[src/rtl/apollo_mem_pkg.sv]
// Shared types and defaults for the SDRAM port arbiter and its tag FIFO.
package apollo_mem_pkg;

    localparam int DEF_ADDR_W = 26;
    localparam int DEF_DATA_W = 32;

    typedef enum logic {
        IDLE  = 1'b0,
        GRANT = 1'b1
    } arb_state_t;

    // Identifies which requester owns a command or a read return.
    typedef logic req_id_t;

endpackage

[src/rtl/mem_tag_fifo.sv]
// Circular FIFO of requester ids, one entry per read in flight, in issue order.
module mem_tag_fifo #(
    parameter int DEPTH = 8,
    localparam int AW = $clog2(DEPTH)
) (
    input  logic        clk,
    input  logic        rst_n,
    input  logic        push,
    input  logic        din,
    input  logic        pop,
    output logic        dout,
    output logic        full,
    output logic        empty,
    output logic [AW:0] count
);

    logic          mem [DEPTH];
    logic [AW-1:0] wr_ptr;
    logic [AW-1:0] rd_ptr;
    logic          do_push;
    logic          do_pop;

    assign empty   = (count == '0);
    assign full    = (count == (AW+1)'(DEPTH));
    assign do_pop  = pop & ~empty;
    // A pop frees a slot in the same cycle, so a full FIFO can still take a push.
    assign do_push = push & (~full | do_pop);
    assign dout    = mem[rd_ptr];

    always_ff @(posedge clk) begin
        if (do_push) begin
            mem[wr_ptr] <= din;
        end
    end

    always_ff @(posedge clk) begin
        if (!rst_n) begin
            wr_ptr <= '0;
            rd_ptr <= '0;
            count  <= '0;
        end else begin
            if (do_push) wr_ptr <= wr_ptr + AW'(1);
            if (do_pop)  rd_ptr <= rd_ptr + AW'(1);
            case ({do_push, do_pop})
                2'b10:   count <= count + (AW+1)'(1);
                2'b01:   count <= count - (AW+1)'(1);
                default: ;
            endcase
        end
    end

endmodule

[src/rtl/sdram_port_arbiter.sv]
// Two-requester round-robin arbiter in front of one SDRAM command port,
// routing in-order read returns back to the requester that issued each read.
module sdram_port_arbiter
    import apollo_mem_pkg::*;
#(
    parameter int ADDR_W          = DEF_ADDR_W,
    parameter int DATA_W          = DEF_DATA_W,
    parameter int MAX_OUTSTANDING = 8,
    localparam int CW   = $clog2(MAX_OUTSTANDING) + 1,
    localparam int BE_W = DATA_W / 8
) (
    input  logic              clk_clk,
    input  logic              reset_reset_n,
    input  logic [ADDR_W-1:0] m0_address,
    input  logic              m0_read,
    input  logic              m0_write,
    input  logic [DATA_W-1:0] m0_writedata,
    input  logic [BE_W-1:0]   m0_byteenable,
    output logic              m0_waitrequest,
    output logic [DATA_W-1:0] m0_readdata,
    output logic              m0_readdatavalid,
    input  logic [ADDR_W-1:0] m1_address,
    input  logic              m1_read,
    input  logic              m1_write,
    input  logic [DATA_W-1:0] m1_writedata,
    input  logic [BE_W-1:0]   m1_byteenable,
    output logic              m1_waitrequest,
    output logic [DATA_W-1:0] m1_readdata,
    output logic              m1_readdatavalid,
    output logic [ADDR_W-1:0] s_address,
    output logic              s_read,
    output logic              s_write,
    output logic [DATA_W-1:0] s_writedata,
    output logic [BE_W-1:0]   s_byteenable,
    input  logic              s_waitrequest,
    input  logic [DATA_W-1:0] s_readdata,
    input  logic              s_readdatavalid,
    output logic [CW-1:0]     outstanding,
    output logic              err_orphan,
    output logic              dbg_state
);

    // Handshake: a requester holds read/write (and payload) until a cycle in
    // which its waitrequest is low; that cycle is the transfer. The SDRAM side
    // uses the same rule, and readdatavalid is a one-cycle, unstallable return.

    arb_state_t state;
    req_id_t    gnt;
    req_id_t    rr;

    logic can_read, elig0, elig1, rr_elig;
    logic g_read, g_write, cmd_read, cmd_write;
    logic granted, accept;
    logic fifo_head, fifo_empty, fifo_full, tag_valid;

    assign can_read = ~fifo_full;
    assign elig0    = m0_write | (m0_read & can_read);
    assign elig1    = m1_write | (m1_read & can_read);
    assign rr_elig  = rr ? elig1 : elig0;

    assign g_read    = gnt ? m1_read  : m0_read;
    assign g_write   = gnt ? m1_write : m0_write;
    // Read and write together from one requester is issued as a write.
    assign cmd_write = g_write;
    assign cmd_read  = g_read & ~g_write;

    assign granted      = reset_reset_n & (state == GRANT);
    assign s_read       = granted & cmd_read;
    assign s_write      = granted & cmd_write;
    assign s_address    = gnt ? m1_address    : m0_address;
    assign s_writedata  = gnt ? m1_writedata  : m0_writedata;
    assign s_byteenable = gnt ? m1_byteenable : m0_byteenable;

    assign m0_waitrequest = (granted && gnt == 1'b0) ? s_waitrequest : 1'b1;
    assign m1_waitrequest = (granted && gnt == 1'b1) ? s_waitrequest : 1'b1;

    assign accept = (s_read | s_write) & ~s_waitrequest;

    assign tag_valid        = reset_reset_n & s_readdatavalid & ~fifo_empty;
    assign m0_readdatavalid = tag_valid & (fifo_head == 1'b0);
    assign m1_readdatavalid = tag_valid & (fifo_head == 1'b1);
    assign m0_readdata      = s_readdata;
    assign m1_readdata      = s_readdata;

    assign dbg_state = state;

    mem_tag_fifo #(
        .DEPTH (MAX_OUTSTANDING)
    ) u_tag_fifo (
        .clk   (clk_clk),
        .rst_n (reset_reset_n),
        .push  (accept & cmd_read),
        .din   (gnt),
        .pop   (s_readdatavalid),
        .dout  (fifo_head),
        .full  (fifo_full),
        .empty (fifo_empty),
        .count (outstanding)
    );

    always_ff @(posedge clk_clk) begin
        if (!reset_reset_n) begin
            state      <= IDLE;
            gnt        <= 1'b0;
            rr         <= 1'b0;
            err_orphan <= 1'b0;
        end else begin
            if (s_readdatavalid && fifo_empty) begin
                err_orphan <= 1'b1;
            end
            case (state)
                IDLE: begin
                    if (elig0 || elig1) begin
                        gnt   <= rr_elig ? rr : ~rr;
                        state <= GRANT;
                    end
                end
                GRANT: begin
                    if (accept) begin
                        rr    <= ~gnt;
                        state <= IDLE;
                    end else if (!g_read && !g_write) begin
                        // Requester withdrew its command: give up the grant, keep rr.
                        state <= IDLE;
                    end
                end
                default: state <= IDLE;
            endcase
        end
    end

endmodule

[config.mk]
export PLATFORM = sky130hd
export DESIGN_NAME = sdram_port_arbiter
export DESIGN_NICKNAME = d
export VERILOG_FILES = /design/src/rtl/apollo_mem_pkg.sv /design/src/rtl/mem_tag_fifo.sv /design/src/rtl/sdram_port_arbiter.sv
export SDC_FILE = /design/constraint.sdc
export NUM_CORES = 1
export LEC_CHECK = 0
export CORE_AREA = 4 4 116 118
export CTS_CLUSTER_DIAMETER = 30
export DETAILED_ROUTE_END_ITERATION = 8
export DIE_AREA = 0 0 120 122
export GPL_TIMING_DRIVEN = 0
export MAX_ROUTING_LAYER = met4
export PLACE_DENSITY = 0.75
export RECOVER_POWER = 25
export SLEW_MARGIN = 25
export SYNTH_ARGS = -nofsm -noshare
export SYNTH_HDL_FRONTEND = slang
export SYNTH_HIERARCHICAL = 1
export SYNTH_SLANG_ARGS = --single-unit
[constraint.sdc]
create_clock -name clk_clk -period 6.2 [get_ports clk_clk]
set_clock_uncertainty 0.2 [all_clocks]
set_input_delay 0.62 -clock clk_clk [delete_from_list [all_inputs] [get_ports clk_clk]]
set_output_delay 0.62 -clock clk_clk [all_outputs]
set_load 0.005 [all_outputs]
## Yosys cells after proc, flatten, opt, wreduce, memory -nomap -nowiden

Memories as Yosys holds them, arrays and structs flattened. A register that Yosys moved wholly into a read port is not among the register bits.
Index checks and enable logic that the tools add are counted.

- Output and inout bits: 138
- Word-level logic and storage cells: 70
- Register bits after elaboration: 14
- Memories kept: 1
- Bits in writable memories: 8

- Equal/unequal tests: 3
- Reduce and logical (&&, ||, !) cells: 11
- Bitwise operators: 26
- Muxes and demuxes: 18
- Add/sub/neg operators: 4

Memories:

| name | words | bits a word | rd ports | clocked after memory_dff | write ports | line | RTL |
|---|---|---|---|---|---|---|---|
| u_tag_fifo.mem | 8 | 1 | 1 | 1 | 1 | mem_tag_fifo.sv:17 | `logic mem [DEPTH];` |

Operator list:

| cell | number |
|---|---|
| $mux W32 | 1 |
| $mux W26 | 1 |
| $and A1 B1 Y1 | 14 |
| $mux W1 | 11 |
| $not A1 Y1 | 8 |
| $pmux W4 S2 | 1 |
| $add A3 B1 Y3 const B | 2 |
| $mux W3 | 2 |
| $add A4 B1 Y4 const B | 1 |
| $eq A4 B4 Y1 const B | 1 |
| $logic_and A1 B1 Y1 | 4 |
| $logic_not A4 Y1 | 1 |
| $mux W4 | 1 |
| $or A1 B1 Y1 | 4 |
| $reduce_and A2 Y1 | 2 |
| $sub A4 B1 Y4 const B | 1 |
| $eq A2 B1 Y1 const B | 1 |
| $eq A2 B2 Y1 const B | 1 |
| $logic_not A1 Y1 | 2 |
| $pmux W1 S2 | 1 |
| $reduce_bool A2 Y1 | 1 |
| $logic_or A1 B1 Y1 | 1 |

## Logic depth before layout (Yosys ltp)

Gate-level depths: netlist of the first run.

- Depth in word-level cells: 10
- Depth in mapped cells: 13
- Gate-level depth less buffers: 10

## By module

Netlist of the first run, hierarchy kept.

By module, submodules not included:

| module | cells each | area an instance (µm²) | seq. area each (µm²) | instances |
|---|---|---|---|---|
| sdram_port_arbiter | 171 | 1507.7 | 80.1 | 1 |
| mem_tag_fifo | 99 | 1054.8 | 500.5 | 1 |

## Worst setup path after synthesis of the first run

No wires, ideal clock.

- Path kind: register to register
- Start: register gnt
- End: register u_tag_fifo.count[3]
- Data arrival time: 2397 ps
- Data required time: 5936 ps
- Slack: 3539 ps
- Clock period less this slack: 2661 ps
- Setup time: 64 ps
- Stages on the path, launching flop included: 13
- Cell sequence: dfxtp_1 buf_2 buf_2 o32a_1 nor3_2 buf_4 or2_1 inv_2 ha_1 a21oi_1 nand2_1 o31a_1 nand4_1

- Longest elaborated chain between the ends: 10
- Elaborated cells on any way between the ends: 14

RTL lines:

| what | line | RTL |
|---|---|---|
| start: declaration | sdram_port_arbiter.sv:48 | `req_id_t gnt;` |
| start signal: assignment | sdram_port_arbiter.sv:114 | `gnt <= rr_elig ? rr : ~rr;` |
| $mux W1 | sdram_port_arbiter.sv:62 | `assign g_write = gnt ? m1_write : m0_write;` |
| $not A1 Y1 | sdram_port_arbiter.sv:65 | `assign cmd_read = g_read & ~g_write;` |
| $and A1 B1 Y1 | sdram_port_arbiter.sv:65 |  |
| $and A1 B1 Y1 | sdram_port_arbiter.sv:68 | `assign s_read = granted & cmd_read;` |
| $or A1 B1 Y1 | sdram_port_arbiter.sv:77 | `assign accept = (s_read \| s_write) & ~s_waitrequest;` |
| $and A1 B1 Y1 | sdram_port_arbiter.sv:77 |  |
| $and A1 B1 Y1 * | sdram_port_arbiter.sv:92 | `.push (accept & cmd_read),` |
| $and A1 B1 Y1 * | mem_tag_fifo.sv:27 | `assign do_push = push & (~full \| do_pop);` |
| $eq A2 B1 Y1 or $eq A2 B2 Y1 (tied branches) | mem_tag_fifo.sv:44 | `case ({do_push, do_pop})` |
| $pmux W4 S2 or $reduce_bool A2 Y1 (tied branches) | n/a |  |
| end signal: assignment | mem_tag_fifo.sv:45 | `2'b10: count <= count + (AW+1)'(1);` |
| end signal: assignment | mem_tag_fifo.sv:46 | `2'b01: count <= count - (AW+1)'(1);` |
| end: declaration | mem_tag_fifo.sv:14 | `output logic [AW:0] count` |

Every way passes the cells marked *; elsewhere a longest branch is shown, timed or not.
A chain may end at the register's enable or synchronous reset.

## Worst setup path in the final report of the first run

- Start: register gnt
- End: output s_writedata[28]

- Longest elaborated chain between the ends: 1

RTL lines:

| what | line | RTL |
|---|---|---|
| $mux W32 | sdram_port_arbiter.sv:71 | `assign s_writedata = gnt ? m1_writedata : m0_writedata;` |
| end: declaration | sdram_port_arbiter.sv:33 | `output logic [DATA_W-1:0] s_writedata,` |

Every way passes these cells.

==> summary.md, run 1 <==
| Metric | Value |
|---|---|
| Routed len/inst | `18.03 um` |
| Initial antenna violation count | `0` |
| CTS sink cnt | `25` |
| Main synth FF type | `dfxtp_1` |
| Cells after Synth | `270` |
| Row count | `41` |
| Required time of the critical path | `5.38 ns` |
| Die ar. | `14,640 um^2` |
| Leakage | `around 0.0022 uW` |
| R2r setup slk | `3.10 ns` |
| TritonRoute pass-1 iters | `4` |
| Critical Path End | `s_writedata[28]` |
| Chip Height | `122 um` |
| CTS Buf Count | `3` |
| Arrival time worst endpoint | `2.37 ns` |
| GR Overflow Total | `0` |
| Antenna cells | `0` |
| Normalized max-slew margin | `59.99%` |
| Largest net degree at the start of global routing | `14` |
| Cell taking the most area after synthesis | `mux2_2` |
| Reg clk slew, reported paths | `0.06 ns` |
| TNS Setup | `0 ns` |
| Drt first-iter violations | `114` |
| H-tree Lvls | `1` |
| Final WL | `12.89 mm` |
| Kind of cell adding the most delay to the critical path | `buffers and inverters` |
| IO buf count | `269` |
| Worst-Margin Slew | `0.5956 ns` |
| Critical Path Source | `gnt` |
| Synth unique cells | `about 50` |
| Synthesis-stage register bit count | `25` |
| Layout Nets | `713` |
| Synth area leaders | `mux2_2 28%, buf_4 20%, dfxtp_1 13%, edfxtp_1 9.4%, nor2_1 2.8%` |
| RSZ-0062 raised after global routing | `false` |
| Max clock buf depth | `2` |
| Max Fclk | `313.7 MHz` |
| Final Hold Viols | `0` |
| Post_cts resized | `0` |
| CP endpoint kind | `output port` |
| Vias per std cell | `4.109` |
| Share of layout cells above drive strength 1 | `28.18%` |
| CP max stage delay | `0.46 ns` |
| DR vias | `2,938` |
| Cell area power density | `170.9 nW/um^2` |
| Final Max Slew Viols | `0` |
| Sequential area share after synthesis | `between 20% and 30%` |
| CP max stage cell | `dfxtp_1` |
| Area Growth Syn to Fin | `116.5%` |
| Syn_nets | `439` |
| Worst r2r dst | `u_tag_fifo/count[3]` |
| Postcts setup bufs | `0` |
| Final setup viols | `0` |
| DP HPWL | `11.65 mm` |
| Vias in the first global route | `between 3,000 and 4,000` |
| Crit-path max FO | `10` |
| Asr flop ratio synth | `0%` |
| I/O pin total | `302` |
| Most used cell, CP | `buf_2` |
| DRT antenna net count | `0` |
| Global Route Usage Sum | `16.68%` |
| Gp weighted congestion | `0.8956` |
| Worst r2r src | `gnt` |
| Dpl cells | `just over 700` |
| Stages on the worst setup path | `5` |
| YS warnings | `6` |
| Clk Latency, worst-skew pair | `between 0.2 and 0.3 ns` |
| Fill count | `1,188` |
| Tcrit/Tclk final | `51.41%` |
| HP Class | `flop to flop` |
| Max-cap violations | `0` |
| Final std cells w/o fill | `715` |
| Cts hold-fix bufs | `0` |
| WP buf/inv | `4` |
| Root Buffer | `clkbuf_16` |
| Critical path, cell by cell | `buf_2, buf_2, buf_4, mux2_2, clkdlybuf4s50_1` |
| Startpoint types | `flop` |
| Final Critical Period | `3.188 ns` |
| Yosys top cell area share | `27.69%` |
| Worst reg2reg path depth | `13` |
| Run status | `finished, final reports clean` |
| Core Area | `12,470 um^2` |
| Worst vdd ir | `approximately 0.097 mV` |
| Starting Density | `between 20% and 30%` |
| DIE WIDTH | `between 100 and 150 um` |
| CTS tree | `built` |
| Post-Syn Area | `2562 um^2` |
| Number of enable flip-flop cells after synthesis | `8` |
| Syn Area/Cell | `between 9 and 10 um^2` |
| First-pass GRT wire length | `18.33 mm` |
| WS Path Type | `flop to output port` |
| Drt drc | `0` |
## routing by layer
layer  GRT usage (%)  part of all wire (%)  up-vias
met2           25.96                    48      151
met5               -                     0        -
met3           4.689                   6.8        6
met4           1.718                  0.51        0
li1                -                     -     1429
met1           22.43                    44     1352
## per-stage QoR
step           cell area, um^2  total power (uW)  setup slack [ns]  utilization, %  hold WS, ns
5_1_grt                   5548              1014             2.810           44.50       0.3351
3_3_place_gp              5470             808.3             2.832           43.88       0.2714
6_report                  5548             948.0             3.013           44.50       0.2999
3_5_place_dp              5470             818.7             2.766           43.88       0.2867
2_1_floorplan             2562             496.5             3.539               -       0.2622
4_1_cts                   5549             967.6             2.924           44.51       0.3083
## worst register-to-register path, stage by stage (launching register included)
cell and delay, ns:
dfxtp_1 0.46, buf_2 0.26, buf_2 0.28, nand2_1 0.08
o32a_1 0.19, nor3_2 0.17, buf_4 0.20, or2_1 0.18
inv_2 0.05, ha_1 0.32, a21oi_1 0.22, nand2_1 0.11
o31a_1 0.24, nand4_1 0.09
## synth_stat cells (2+ instances only)
library cell / number
and2_1: 2
o21ai_2: 2
buf_2: 9
mux2i_1: 3
nand4_1: 3
edfxtp_1: 8
mux2_2: 63
buf_4: 67
inv_1: 5
o21a_1: 2
nor3_1: 4
nand2b_1: 5
xor2_1: 2
dfxtp_1: 17
or3_1: 2
xnor2_1: 4
o21ba_2: 2
nand3_1: 3
ha_1: 4
nand2_1: 8
o211ai_1: 2
nor2_1: 19
mux4_2: 2
a21oi_1: 7
## worst min-delay path by stage
stage	cells past startpoint	startpoint	end	slack [ns]
2_1_floorplan	2	u_tag_fifo/wr_ptr[0]	u_tag_fifo/wr_ptr[0]	0.26
3_3_place_gp	2	u_tag_fifo/wr_ptr[0]	u_tag_fifo/wr_ptr[0]	0.27
3_5_place_dp	2	u_tag_fifo/wr_ptr[0]	u_tag_fifo/wr_ptr[0]	0.29
4_1_cts	1	rr	rr	0.31
5_1_grt	1	rr	rr	0.34
6_report	2	err_orphan	err_orphan	0.30
## final cells by class
cell class	count	area, um^2	share of cell area [%]
Sequential cell	25	580.6	10.46
Timing Repair Buffer	269	2693	48.53
Buffer	77	550.5	9.923
Tap cell	172	215.2	3.879
Multi-Input combinational cell	161	1404	25.30
Clock buffer	4	78.83	1.421
Inverter	7	26.28	0.4736
## placed cells by master (no fill, tap or decap), drive strengths merged, types with 4 or more instances in the layout
cell type	count
buf	75
nor3	5
clkdlybuf4s50	236
edfxtp	8
mux2	63
clkbuf	6
o21ai	4
a21oi	7
xnor2	4
nor2	19
dfxtp	17
nand2b	5
dlygate4sd3	33
ha	4
nand2	9
inv	6
## cells by family (layout without fill, tap and decap cells)
kind of cell    after synthesis  in the layout  share of synthesized area (%)
compound gates               27             27                          8.496
xor+xnor                      6              6                          2.051
fa+ha+maj                     5              5                          2.734
buf+inv                      84            357                          22.56
flops                        25             25                          22.66
mux                          68             68                          30.62
simple gates                 55             55                          10.89
## power breakdown
part / total [uW] / internal [uW] / switching, uW
Clock: 143 / 87.9 / 55.6
Combinational: 587 / 362 / 225
Sequential: 218 / 193 / 24.8
No activity file was read; power rests on OpenSTA's default activity.
==> run 2: changes to the inputs <==
--- a/config.mk
+++ b/config.mk
@@ -5,13 +5,13 @@
 export SDC_FILE = /design/constraint.sdc
 export NUM_CORES = 1
 export LEC_CHECK = 0
-export CORE_AREA = 4 4 116 118
+export CORE_AREA = 4 4 115 117
 export CTS_CLUSTER_DIAMETER = 30
 export DETAILED_ROUTE_END_ITERATION = 8
-export DIE_AREA = 0 0 120 122
+export DIE_AREA = 0 0 119 121
 export GPL_TIMING_DRIVEN = 0
 export MAX_ROUTING_LAYER = met4
-export PLACE_DENSITY = 0.75
+export PLACE_DENSITY = 0.76
 export RECOVER_POWER = 25
 export SLEW_MARGIN = 25
 export SYNTH_ARGS = -nofsm -noshare
==> constraint.sdc (replaced) <==
create_clock -name clk_clk -period 3.3 [get_ports clk_clk]
set_clock_uncertainty 0.2 [all_clocks]
set_input_delay 0.33 -clock clk_clk [delete_from_list [all_inputs] [get_ports clk_clk]]
set_output_delay 0.33 -clock clk_clk [all_outputs]
set_load 0.005 [all_outputs]
==> run 2 against run 1 <==
Against the previous run: sequential power increased by 88%; cell count increased by 0.14%; routed wire length decreased by 11%; combinational power increased by 87%; total power increased by 87%; worst setup slack got worse by 2.7 ns; clock power increased by 87%; largest cell class unchanged; worst hold slack got worse by 0.0094 ns; core utilization increased by 0.44 points; flip-flop and latch count unchanged; count of clock-buffer cells in the layout decreased by 1.
==> summary.md, run 2 (synthesized netlist as in run 1, its figures left out) <==
| Metric | Value |
|---|---|
| Met2 wire len | `5.839 mm (was 6.242 mm)` |
| Clock power frac | `15.0% (was 15.1%)` |
| Sw power | `562.0 uW (was 305.3 uW)` |
| Worst reg2reg path depth | `13 (unchanged)` |
| Sw Ratio | `31.63% (was 32.20%)` |
| Core Area | `12,360 um^2 (was 12,470 um^2)` |
| Comb power frac | `61.9% (about the same)` |
| P_int | `1215 uW (was 642.7 uW)` |
| Arrival time worst endpoint | `3.02 ns (was 2.37 ns)` |
| TritonRoute pass-1 iters | `4 (unchanged)` |
| Crit-path max FO | `10 (unchanged)` |
| Cell area power density | `319.8 nW/um^2 (was 170.9 nW/um^2)` |
| DP HPWL | `10.31 mm (was 11.65 mm)` |
| HP Class | `flop to flop (unchanged)` |
| Worst r2r src | `gnt (unchanged)` |
| Max-cap violations | `0 (unchanged)` |
| Worst Hold Endpoint | `u_tag_fifo/wr_ptr[0] (was err_orphan)` |
| Sequential Power Share | `23.1% (was 22.9%)` |
| Met3 wire length | `1.151 mm (was 875 um)` |
| Drt first-iter violations | `112 (was 114)` |
| Area Growth Syn to Fin | `116.8% (was 116.5%)` |
| Worst Hold Path Cells | `2 (unchanged)` |
| Final WL | `11.48 mm (was 12.89 mm)` |
| TNS Setup | `0 ns (unchanged)` |
| RSZ-0062 raised after global routing | `false (unchanged)` |
| Commonest non-fill, non-tap cell in the layout | `clkdlybuf4s50_1 (unchanged)` |
| Final setup viols | `0 (unchanged)` |
| Final core occ | `44.94% (was 44.50%)` |
| Max Fclk | `approximately 330 MHz` |
| Non-Filler Cell Area, Final | `5557 um^2 (was 5548 um^2)` |
| Root Buffer | `clkbuf_16 (unchanged)` |
| I/O pin total | `302 (unchanged)` |
| Share of layout cells above drive strength 1 | `28.55% (was 28.18%)` |
| Max Used Layer | `met4 (unchanged)` |
| CTS Buf Count | `3 (unchanged)` |
| Reg clk slew, reported paths | `0.06 ns (about the same)` |
| Drt drc | `0 (unchanged)` |
| Global Route Usage Sum | `14.95% (was 16.68%)` |
| DIE WIDTH | `119 um (was 120 um)` |
| Leakage | `0.002166 uW (was 0.002164 uW)` |
| Placed Area | `5470 um^2 (unchanged)` |
| R2r setup slk | `0.28 ns (was 3.10 ns)` |
| H-tree Lvls | `1 (unchanged)` |
| Clk Latency, worst-skew pair | `0.26 ns (about the same)` |
| Die ar. | `14,400 um^2 (was 14,640 um^2)` |
| Worst-Margin Slew | `0.5694 ns (was 0.5956 ns)` |
| Final Critical Period | `~3 ns` |
| Largest net degree at the start of global routing | `16 (was 14)` |
| Wl on met1 | `4.463 mm (was 5.708 mm)` |
| Most frequent cells in the layout | `235 x clkdlybuf4s50_1, 67 x buf_4, 63 x mux2_2 (was 236 x clkdlybuf4s50_1, 67 x buf_4, 63 x mux2_2)` |
| Chip Height | `121 um (was 122 um)` |
| Min-delay src | `u_tag_fifo/wr_ptr[0] (was err_orphan)` |
| Layout Nets | `713 (unchanged)` |
| Normalized max-slew margin | `61.75% (was 59.99%)` |
| Final Max Slew Viols | `0 (unchanged)` |
| DR vias | `2,878 (was 2,938)` |
| DRT antenna net count | `0 (unchanged)` |
| Vias in the first global route | `3,142 (was 3,239)` |
| Worst Slack Setup Final | `0.2768 ns (was 3.013 ns)` |
| Initial antenna violation count | `1 (was 0)` |
| Startpoint types | `flop (unchanged)` |
| Worst vdd ir | `0.1517 mV (was 0.09733 mV)` |
| Postcts setup bufs | `0 (unchanged)` |
| GR Overflow Total | `0 (unchanged)` |
| WS Path Type | `flop to flop (was flop to output port)` |
| Routed len/inst | `16.03 um (was 18.03 um)` |
| Run status | `finished, final reports clean (unchanged)` |
| Worst r2r dst | `u_tag_fifo/count[3] (unchanged)` |
| CP endpoint kind | `flop (was output port)` |
| Starting Density | `20.73% (was 20.56%)` |
| Pre-CTS setup slack | `0.2062 ns (was 2.766 ns)` |
| Final Hold Viols | `0 (unchanged)` |
| Gp weighted congestion | `0.7920 (was 0.8956)` |
| Max clock buf depth | `2 (unchanged)` |
| Hold slack final | `0.2904 ns (was 0.2999 ns)` |
| Tcrit/Tclk final | `91.61%` |
| CTS tree | `built (unchanged)` |
| Required time of the critical path | `3.30 ns (was 5.38 ns)` |
| Vias per std cell | `4.020 (was 4.109)` |
| Row count | `41 (unchanged)` |
| IO buf count | `269 (unchanged)` |
| First-pass GRT wire length | `16.59 mm (was 18.33 mm)` |
| CTS sink cnt | `25 (unchanged)` |
-- run 2: power by group through the flow --
stage / Clock, uW / Sequential (uW) / Combinational [uW]
final: 267 / 410 / 1100
after global routing: 291 / 419 / 1190
after detailed placement: 0 / 419 / 1110
after global placement: 0 / 415 / 1090
after CTS: 276 / 412 / 1120
after floorplan: 0 / 407 / 526
-- run 2: worst max path at each step --
stage | start | endpoint | slack (ns) | cells after the start
floorplan | gnt | u_tag_fifo/count[3] | 0.64 | 12
global placement | m0_read | u_tag_fifo/count[3] | 0.22 | 12
detailed placement | m0_read | u_tag_fifo/count[3] | 0.21 | 12
CTS | gnt | u_tag_fifo/count[3] | 0.21 | 13
global route | gnt | u_tag_fifo/count[3] | 0.007 | 13
finish | gnt | u_tag_fifo/count[3] | 0.28 | 13
-- run 2: timing repair --
item / in CTS / in global routing
gates resized for setup: 0 / 1
setup endpoints to repair: 0 / 1
hold buffers: 0 / 0
-- run 2: area by class of cell --
cell class,count,area [um^2]
Fill cell,1146,6807
Timing Repair Buffer,269,2693
Multi-Input combinational cell,161,1404
Sequential cell,25,580.6
Buffer,77,554.3
Tap cell,172,215.2
Clock buffer,3,75.07
Inverter,7,26.28
Clock inverter,1,6.256
Antenna cell,1,2.502
-- run 2: routing by layer --
metal / track usage, % / vias to the layer above
li1: - / 1430
met5: - / -
met3: 5.221 / 2
met4: 1.376 / 0
met2: 25.75 / 146
met1: 17.56 / 1300
-- run 2: critical path, stage by stage (launching register included) --
cell	delay, ns
dfxtp_1	0.45
clkbuf_4	0.25
buf_2	0.24
nand2_1	0.08
o32a_1	0.18
nor3_2	0.16
buf_4	0.20
or2_1	0.19
inv_2	0.06
ha_1	0.31
a21oi_1	0.20
nand2_1	0.12
o31a_1	0.24
nand4_1	0.08
-- run 2: through the flow --
| step | cells | power [uW] |
|---|---|---|
| floorplan | 270 | 932.9 |
| global placement | 711 | 1508 |
| detailed placement | 711 | 1532 |
| CTS | 715 | 1809 |
| global route | 716 | 1902 |
| finish | 716 | 1777 |
==> run 3: changes to the inputs <==
--- a/config.mk
+++ b/config.mk
@@ -13,6 +13,7 @@
 export MAX_ROUTING_LAYER = met4
 export PLACE_DENSITY = 0.76
 export RECOVER_POWER = 25
+export SETUP_SLACK_MARGIN = 0.2
 export SLEW_MARGIN = 25
 export SYNTH_ARGS = -nofsm -noshare
 export SYNTH_HDL_FRONTEND = slang
==> run 3 against run 2 <==
Against the previous run: routed wire length increased by 0.16%; via count increased by 0.38%; register-to-register slack improved by 0.12 ns; sequential share of layout area about the same; critical path type unchanged.
==> summary.md, run 3 (synthesized netlist as in run 1, its figures left out) <==
| Metric | Value |
|---|---|
| Run status | `finished, final reports clean (unchanged)` |
| Routed len/inst | `16.05 um (was 16.03 um)` |
| Drt first-iter violations | `138 (was 112)` |
| Met2 wire len | `5.840 mm (was 5.839 mm)` |
| Starting Density | `20.73% (unchanged)` |
| IO buf count | `269 (unchanged)` |
| CTS sink cnt | `25 (unchanged)` |
| Final core occ | `45.01% (was 44.94%)` |
| Max clock buf depth | `2 (unchanged)` |
| Pre-CTS setup slack | `0.2062 ns (unchanged)` |
| Vias per std cell | `4.035 (was 4.020)` |
| Critical Path Source | `gnt (unchanged)` |
| Chip Height | `121 um (unchanged)` |
| DIE WIDTH | `119 um (unchanged)` |
| Worst r2r src | `gnt (unchanged)` |
| Postcts setup bufs | `0 (unchanged)` |
| Final setup viols | `0 (unchanged)` |
| Commonest non-fill, non-tap cell in the layout | `clkdlybuf4s50_1 (unchanged)` |
| Max-cap violations | `0 (unchanged)` |
| RSZ-0062 raised after global routing | `false (unchanged)` |
| Worst Slack Setup Final | `0.3938 ns (was 0.2768 ns)` |
| Max Fclk | `344.1 MHz (was 330.8 MHz)` |
| First-pass GRT wire length | `16.59 mm (unchanged)` |
| Post_cts resized | `0 (unchanged)` |
| CTS tree | `built (unchanged)` |
| DP HPWL | `10.31 mm (unchanged)` |
| Required time of the critical path | `3.30 ns (about the same)` |
| Clock power frac | `15.0% (about the same)` |
| Drt drc | `0 (unchanged)` |
| Normalized max-slew margin | `60.63% (was 61.75%)` |
| Final Max Slew Viols | `0 (unchanged)` |
| Final Hold Viols | `0 (unchanged)` |
| Global Route Usage Sum | `14.95% (unchanged)` |
| Largest net degree at the start of global routing | `16 (unchanged)` |
| DR vias | `2,889 (was 2,878)` |
| Cell area power density | `320.4 nW/um^2 (was 319.8 nW/um^2)` |
| CTS Buf Count | `3 (unchanged)` |
| Area Growth Syn to Fin | `117.1% (was 116.8%)` |
| TritonRoute pass-1 iters | `4 (unchanged)` |
| Cts hold-fix bufs | `0 (unchanged)` |
| Comb power frac | `62.0% (was 61.9%)` |
| Wl on met1 | `4.471 mm (was 4.463 mm)` |
| DRT antenna net count | `0 (unchanged)` |
| Reg clk slew, reported paths | `0.06 ns (about the same)` |
| H-tree Lvls | `1 (unchanged)` |
| Sequential Power Share | `23.0% (was 23.1%)` |
| Gp weighted congestion | `0.7920 (unchanged)` |
| P_int | `1217 uW (was 1215 uW)` |
| Startpoint types | `flop (unchanged)` |
| GR Overflow Total | `0 (unchanged)` |
| Min-delay src | `u_tag_fifo/wr_ptr[0] (unchanged)` |
| Met3 wire length | `1.160 mm (was 1.151 mm)` |
| Clk Latency, worst-skew pair | `0.26 ns (about the same)` |
| Leakage | `0.002167 uW (was 0.002166 uW)` |
| Crit-path max FO | `10 (unchanged)` |
| Core Area | `12,360 um^2 (unchanged)` |
| Final WL | `11.49 mm (was 11.48 mm)` |
| Die ar. | `14,400 um^2 (unchanged)` |
| Initial antenna violation count | `1 (unchanged)` |
| I/O pin total | `302 (unchanged)` |
| Sw Ratio | `31.72% (was 31.63%)` |
| Layout Nets | `713 (unchanged)` |
| Row count | `41 (unchanged)` |
| Tcrit/Tclk final | `88.07% (was 91.61%)` |
| Fill count | `1,145 (was 1,146)` |
| HP Class | `flop to flop (unchanged)` |
| Share of layout cells above drive strength 1 | `28.91% (was 28.55%)` |
| Worst vdd ir | `0.1515 mV (was 0.1517 mV)` |
| Worst-Margin Slew | `0.5860 ns (was 0.5694 ns)` |
| TNS Setup | `0 ns (unchanged)` |
| Arrival time worst endpoint | `2.91 ns (was 3.02 ns)` |
| Sw power | `565.5 uW (was 562.0 uW)` |
| WS Path Type | `flop to flop (unchanged)` |
| Root Buffer | `clkbuf_16 (unchanged)` |
| CP endpoint kind | `flop (unchanged)` |
| Max Used Layer | `met4 (unchanged)` |
| Most frequent cells in the layout | `235 x clkdlybuf4s50_1, 67 x buf_4, 63 x mux2_2 (unchanged)` |
| Final Critical Period | `2.906 ns (was 3.023 ns)` |
| Vias in the first global route | `3,142 (unchanged)` |
-- run 3: metal layers --
metal	vias up	global-route usage, %
met4	0	1.376
met5	-	-
met2	150	25.75
li1	1430	-
met3	2	5.221
met1	1307	17.56
-- run 3: critical path, cell delays in order, from the launching register on --
cell and delay, ns:
dfxtp_2 0.35, clkbuf_4 0.19, clkbuf_4 0.20, o32a_1 0.38, nor3_2 0.16, buf_4 0.20
or2_1 0.19, inv_2 0.06, ha_1 0.32, a21oi_2 0.17, nand2_1 0.10, o31a_1 0.24
nand4_1 0.08
-- run 3: final timing paths --
path	end	slack [ns]	cells after the start
worst max register to register	u_tag_fifo/count[3]	0.39	12
worst min-delay path	u_tag_fifo/wr_ptr[0]	0.29	2
worst max-delay path	u_tag_fifo/count[3]	0.39	12
worst min register to register	u_tag_fifo/wr_ptr[0]	0.29	2
-- run 3: area by class of cell --
cell class | instances | area, um^2 | share of cell area (%)
multi-input combinational | 161 | 1408 | 25.30
sequential | 25 | 581.8 | 10.46
clock inverter | 1 | 6.256 | 0.1124
tap | 172 | 215.2 | 3.868
antenna | 1 | 2.502 | 0.04497
inverter | 7 | 26.28 | 0.4722
buffer | 77 | 556.8 | 10.01
clock buffer | 3 | 75.07 | 1.349
timing repair buffer | 269 | 2693 | 48.39
-- run 3: power groups by stage --
stage | sequential [uW] | clock (uW) | combinational, uW
after detailed placement | 419 | 0 | 1110
after floorplan | 407 | 0 | 526
after global placement | 415 | 0 | 1090
final | 410 | 267 | 1110
after CTS | 412 | 276 | 1120
after global routing | 420 | 291 | 1200
-- run 3: per-stage QoR --
stage	cell area (um^2)	total power, uW	hold slack, ns	std cells
3_5_place_dp	5470	1532	0.2871	711
3_3_place_gp	5470	1508	0.2742	711
2_1_floorplan	2562	932.9	0.2529	270
4_1_cts	5552	1809	0.2956	715
5_1_grt	5564	1912	0.3332	716
6_report	5564	1782	0.2905	716
